`src/rtl/multicycle_ctrl.sv`:
```
// Multicycle main controller for the RV32I core. It steps through fetch, decode, execute,
// memory and writeback, and traps on illegal opcodes or on acks that never arrive.
module multicycle_ctrl #(
  parameter int unsigned MEM_TIMEOUT = 16
) (
  input  logic        clk,
  input  logic        rst_n,
  input  logic [31:0] ir,
  input  logic        imem_ack,
  input  logic        dmem_ack,
  input  logic        br_cond,
  output logic        imem_req,
  output logic        ir_en,
  output logic        pc_en,
  output logic        pc_sel,
  output logic [1:0]  alu_a_sel,
  output logic        alu_b_sel,
  output logic [3:0]  alu_ctl,
  output logic        dmem_req,
  output logic        dmem_we,
  output logic        reg_we,
  output logic        wb_sel,
  output logic        trap
);

  localparam logic [6:0] OpR     = 7'b0110011;
  localparam logic [6:0] OpI     = 7'b0010011;
  localparam logic [6:0] OpIl    = 7'b0000011;
  localparam logic [6:0] OpS     = 7'b0100011;
  localparam logic [6:0] OpB     = 7'b1100011;
  localparam logic [6:0] OpLui   = 7'b0110111;
  localparam logic [6:0] OpAuipc = 7'b0010111;

  localparam int unsigned CntW = (MEM_TIMEOUT > 1) ? $clog2(MEM_TIMEOUT) : 1;

  typedef enum logic [2:0] {
    StInit,
    StFetch,
    StDecode,
    StExec,
    StMem,
    StWb,
    StTrap
  } state_e;

  state_e            state_q, state_d;
  logic [CntW-1:0]   cnt_q, cnt_d;
  logic              cnt_inc;
  logic              timeout_hit;
  logic [6:0]        opcode;
  logic [2:0]        funct3;
  logic              unused_ir;

  assign opcode    = ir[6:0];
  assign funct3    = ir[14:12];
  assign unused_ir = ^{ir[31], ir[29:15], ir[11:7]};

  // MEM_TIMEOUT of zero disables the watchdog entirely.
  assign timeout_hit = (MEM_TIMEOUT != 0) && (cnt_q == CntW'(MEM_TIMEOUT - 1));

  always_ff @(posedge clk or negedge rst_n) begin
    if (!rst_n) begin
      state_q <= StInit;
      cnt_q   <= '0;
    end else begin
      state_q <= state_d;
      cnt_q   <= cnt_d;
    end
  end

  always_comb begin
    state_d   = state_q;
    cnt_inc   = 1'b0;
    imem_req  = 1'b0;
    ir_en     = 1'b0;
    pc_en     = 1'b0;
    pc_sel    = 1'b0;
    alu_a_sel = 2'd0;
    alu_b_sel = 1'b0;
    alu_ctl   = 4'b0000;
    dmem_req  = 1'b0;
    dmem_we   = 1'b0;
    reg_we    = 1'b0;
    wb_sel    = 1'b0;
    trap      = 1'b0;

    unique case (state_q)
      StInit: state_d = StFetch;

      StFetch: begin
        imem_req = 1'b1;
        if (imem_ack) begin
          ir_en   = 1'b1;
          state_d = StDecode;
        end else if (timeout_hit) begin
          state_d = StTrap;
        end else begin
          cnt_inc = 1'b1;
        end
      end

      StDecode: begin
        unique case (opcode)
          OpR, OpI, OpIl, OpS, OpB, OpLui, OpAuipc: state_d = StExec;
          default:                                  state_d = StTrap;
        endcase
      end

      StExec: begin
        unique case (opcode)
          OpR: begin
            alu_ctl = {ir[30], funct3};
            state_d = StWb;
          end
          OpI: begin
            alu_b_sel = 1'b1;
            // Only the shift-right encoding uses ir[30] to select arithmetic vs logical.
            alu_ctl   = {(funct3 == 3'b101) & ir[30], funct3};
            state_d   = StWb;
          end
          OpIl, OpS: begin
            alu_b_sel = 1'b1;
            state_d   = StMem;
          end
          OpLui: begin
            alu_a_sel = 2'd2;
            alu_b_sel = 1'b1;
            state_d   = StWb;
          end
          OpAuipc: begin
            alu_a_sel = 2'd1;
            alu_b_sel = 1'b1;
            state_d   = StWb;
          end
          OpB: begin
            alu_ctl = {1'b0, funct3};
            pc_en   = 1'b1;
            pc_sel  = br_cond;
            state_d = StFetch;
          end
          default: state_d = StTrap;
        endcase
      end

      StMem: begin
        dmem_req = 1'b1;
        dmem_we  = (opcode == OpS);
        if (dmem_ack) begin
          if (opcode == OpS) begin
            pc_en   = 1'b1;
            state_d = StFetch;
          end else begin
            state_d = StWb;
          end
        end else if (timeout_hit) begin
          state_d = StTrap;
        end else begin
          cnt_inc = 1'b1;
        end
      end

      StWb: begin
        reg_we  = 1'b1;
        wb_sel  = (opcode == OpIl);
        pc_en   = 1'b1;
        state_d = StFetch;
      end

      StTrap: trap = 1'b1;

      default: state_d = StTrap;
    endcase

    if (state_d != state_q) begin
      cnt_d = '0;
    end else if (cnt_inc) begin
      cnt_d = cnt_q + CntW'(1);
    end else begin
      cnt_d = cnt_q;
    end
  end

endmodule

```
`config.mk`:
```
export PLATFORM = sky130hd
export DESIGN_NAME = multicycle_ctrl
export DESIGN_NICKNAME = d
export VERILOG_FILES = /design/src/rtl/multicycle_ctrl.sv
export SDC_FILE = /design/constraint.sdc
export NUM_CORES = 1
export LEC_CHECK = 0
export CORE_MARGIN = 4
export CORE_UTILIZATION = 30
export DETAILED_ROUTE_END_ITERATION = 10
export DONT_BUFFER_PORTS = 1
export GPL_TIMING_DRIVEN = 0
export PLACE_DENSITY_LB_ADDON = 0.1
export SLEW_MARGIN = 30
export SYNTH_ARGS = -nofsm -noshare
export SYNTH_HDL_FRONTEND = slang
export SYNTH_SLANG_ARGS = --single-unit
export TNS_END_PERCENT = 5
```
`constraint.sdc`:
```
create_clock -name clk -period 2.5 [get_ports clk]
set_input_delay 0.375 -clock clk [delete_from_list [all_inputs] [get_ports clk]]
set_output_delay 0.375 -clock clk [all_outputs]
set_load 0.02 [all_outputs]
```
==> flow_metrics.env <==
export IMPL_status="complete, no violations"
export IMPL_port_buffers=0
export IMPL_antenna_found_initial=0
export IMPL_cts_root_buf="clkbuf_4"
export IMPL_synth_adder_area_share=0.0158
export IMPL_worstSetupEndpointType="primary output"
export IMPL_met1_usage=0.190
export IMPL_core_area_sq_um=2500
export IMPL_cts_tree="yes"
export IMPL_slew_violations=0
export IMPL_cts_sinks=7
export IMPL_yosys_warnings=0
export IMPL_totalWireLength_mm=2.01
export IMPL_hold_viol=0
export IMPL_grt_pass1_vias=689
export IMPL_grt_busiest_layer="met1"
export IMPL_boundaryPins=53
export IMPL_synth_compound_area_frac=0.196
export IMPL_yosysMostFrequentCell="dfrtp_1"
export IMPL_worst_pin_slew_ns=0.920
export IMPL_finalCritPeriodShare=0.946
export IMPL_min_path_type="input port to flip-flop"
export IMPL_ff2ff_path_depth=5
export IMPL_synthesis_instances=86
export IMPL_yosys_area_top_type="dfrtp_1"
export IMPL_fin_nets=130
export IMPL_synth_xor_area_frac=0.0442
export IMPL_cts_buffers=3
export IMPL_cp_slowest_stage_delay_ns=0.56
export IMPL_min_period_ns=2.36
export IMPL_fp_dieW_microns=59.4
export IMPL_vdd_ir_drop_max_mv=0.109
export IMPL_synth_edf_count=0
export IMPL_p_leak_uw=0.000342
export IMPL_drt_vias_per_instance=5.85
export IMPL_grt_pass1_wl_mm=3.37
export IMPL_cts_setup_buffers=0
export IMPL_maxCapViolations=0
export IMPL_cp_max_fo=10
export IMPL_fin_skew_ns=0.000365
export IMPL_synth_top_family_by_area="simple AND/OR/NAND/NOR gates"
export IMPL_synth_seq_cells=7
export IMPL_grt_max_degree=11
export IMPL_seq_area_frac_synth=0.221
export IMPL_async_flop_share=1.00
export IMPL_drcViolationCount=0
export IMPL_crit_slowest_cell="nor4b_2"
export IMPL_crit_type="flip-flop to primary output"
export IMPL_synth_top_flop_cell="dfrtp_1"
export IMPL_start_util=0.317
export IMPL_start_kind="flip-flop"
export IMPL_yosysUniqueCellTypes=46
export IMPL_required_ns=2.12
export IMPL_syn_area_sq_um=792
export IMPL_num_rows=18
export IMPL_drive_above_1_share=0.264
export IMPL_min_path_cells=3
export IMPL_clockBufferDepth=2
export IMPL_setup_tns_ns=0
export IMPL_antenna_left=0
export IMPL_grt_use_met3=0.0305
export IMPL_insertion_delay_ns=0.25
export IMPL_diodes=0
export IMPL_syn_area_per_cell_sq_um=9.21
export IMPL_arrival_ns=1.99
export IMPL_synth_simple_area_share=0.419
export IMPL_drtIter0Drc=22
export IMPL_synthTopCellsByCount="7 x dfrtp_1, 6 x nand2_1, 6 x nor4_1"
export IMPL_routedWlPerCell_microns=16.6
export IMPL_slew_headroom=0.381
export IMPL_htree_levels=1
export IMPL_die_h_microns=59.4
export IMPL_drt_pass1_iter_count=4
export IMPL_synth_top_area_share=0.221
export IMPL_grt_remaining_overflow=0
export IMPL_syn_num_nets=124
export IMPL_syn2layout_area_growth_pct=10.7
export IMPL_rsz0062_at_grt="false"
export IMPL_track_usage=0.127
export IMPL_stdcell_area_sq_um=877
export IMPL_setup_viol=0
export IMPL_p_per_area_nw_per_um2=275
export IMPL_dieArea_sq_um=3530
export IMPL_synth_area_leaders="dfrtp_1 22%, nand3b_4 5.1%, nor4_1 4.7%"
export IMPL_fill_cells=272
export IMPL_grt_util_met2=0.168
export IMPL_gp_congestion=0.693
export IMPL_path_clk_slew_ns=0.05
export IMPL_hpwl_mm=1.57
export IMPL_place_area_sq_um=830
export IMPL_max_freq_ghz=0.423
export IMPL_num_vias=708
export IMPL_synthMuxAreaShare=0.0490
export IMPL_cp_cell_sequence="buf_2, nand2b_1, nor2_1, nor4b_2"
[area by class of cell]
cell class	count	area [sq um]	share of cell area
Timing Repair Buffer	1	10.0	0.0114
Sequential cell	7	175	0.200
Clock buffer	4	26.3	0.0300
Multi-Input combinational cell	71	584	0.666
Inverter	4	15.0	0.0171
Tap cell	30	37.5	0.0428
Buffer	4	28.8	0.0328
[metrics by stage]
step / utilization / hold WS (ns) / worst slack (ns) / cells / power (uW)
after floorplan: - / 0.0794 / 0.308 / 86 / 134
after global placement: 0.332 / 0.0796 / 0.124 / 116 / 136
after detailed placement: 0.332 / 0.0796 / 0.116 / 116 / 136
after CTS: 0.349 / 0.306 / 0.112 / 121 / 249
after global routing: 0.351 / 0.334 / 0.0238 / 121 / 259
final: 0.351 / 0.324 / 0.136 / 121 / 241
[report_power, final]
| group | switching (uW) | leakage (uW) | internal, uW |
|---|---|---|---|
| sequential | 0.0108 | 0.0000874 | 113 |
| combinational | 13.1 | 0.000240 | 11.2 |
| clock | 42.6 | 0.0000150 | 61.0 |
| total | 55.7 | 0.000342 | 186 |
[placed cells by master, fill, tap and decap left out, types with 2 or more instances in the layout]
master and count:
nand2b_1 3, xor2_1 3, dfrtp_1 7, buf_2 2
nor2b_1 2, or3_1 2, nor2_1 4, o21ai_0 2
nor3b_2 2, nand3b_4 2, nand3b_1 2, nor3_1 5
and2_1 4, clkbuf_4 3, or4b_4 2, inv_1 4
nor4_1 6, nand2_1 6
[state kept, by name, summed over array words and instances (netlist names)]
signal / count
cnt_q: 4
state_q: 3
[repair_timing]
item,CTS,global route
endpoints found under the hold margin,7,0
hold buffers,1,0
setup endpoints to repair,1,4
gates resized for setup,1,1
[metal layers]
metal	up-vias	part of all wire	wire (microns)
met2	32	0.42	854
met3	2	0.086	174
met5	-	0	0
met4	0	0.011	23
li1	339	-	-
met1	335	0.48	961
[worst paths after layout]
kind / startpoint / end / slack [ns]
min in group asynchronous: rst_n / cnt_q[1] / 0.45
min: ir[6] / state_q[0] / 0.32
min reg2reg: cnt_q[0] / cnt_q[0] / 0.60
max reg2reg: state_q[2] / cnt_q[0] / 0.44
max: state_q[1] / wb_sel / 0.14
max in group asynchronous: rst_n / state_q[1] / 1.81
[critical path: cells and delay by family (launching register included)]
| family | cells | cell delay (ns) |
|---|---|---|
| buffers and inverters | 1 | 0.20 |
| DFF | 1 | 0.40 |
| and+or+nand+nor | 3 | 1.14 |
[cells by family after synthesis]
family	Yosys count
AO/OA/AOI/OAI	16
XOR/XNOR	4
adder cells (fa/ha/maj)	1
buffers and inverters	8
flip-flops	7
multiplexers	3
AND/OR/NAND/NOR	47
Note: power is estimated with default switching activity, not from simulation.
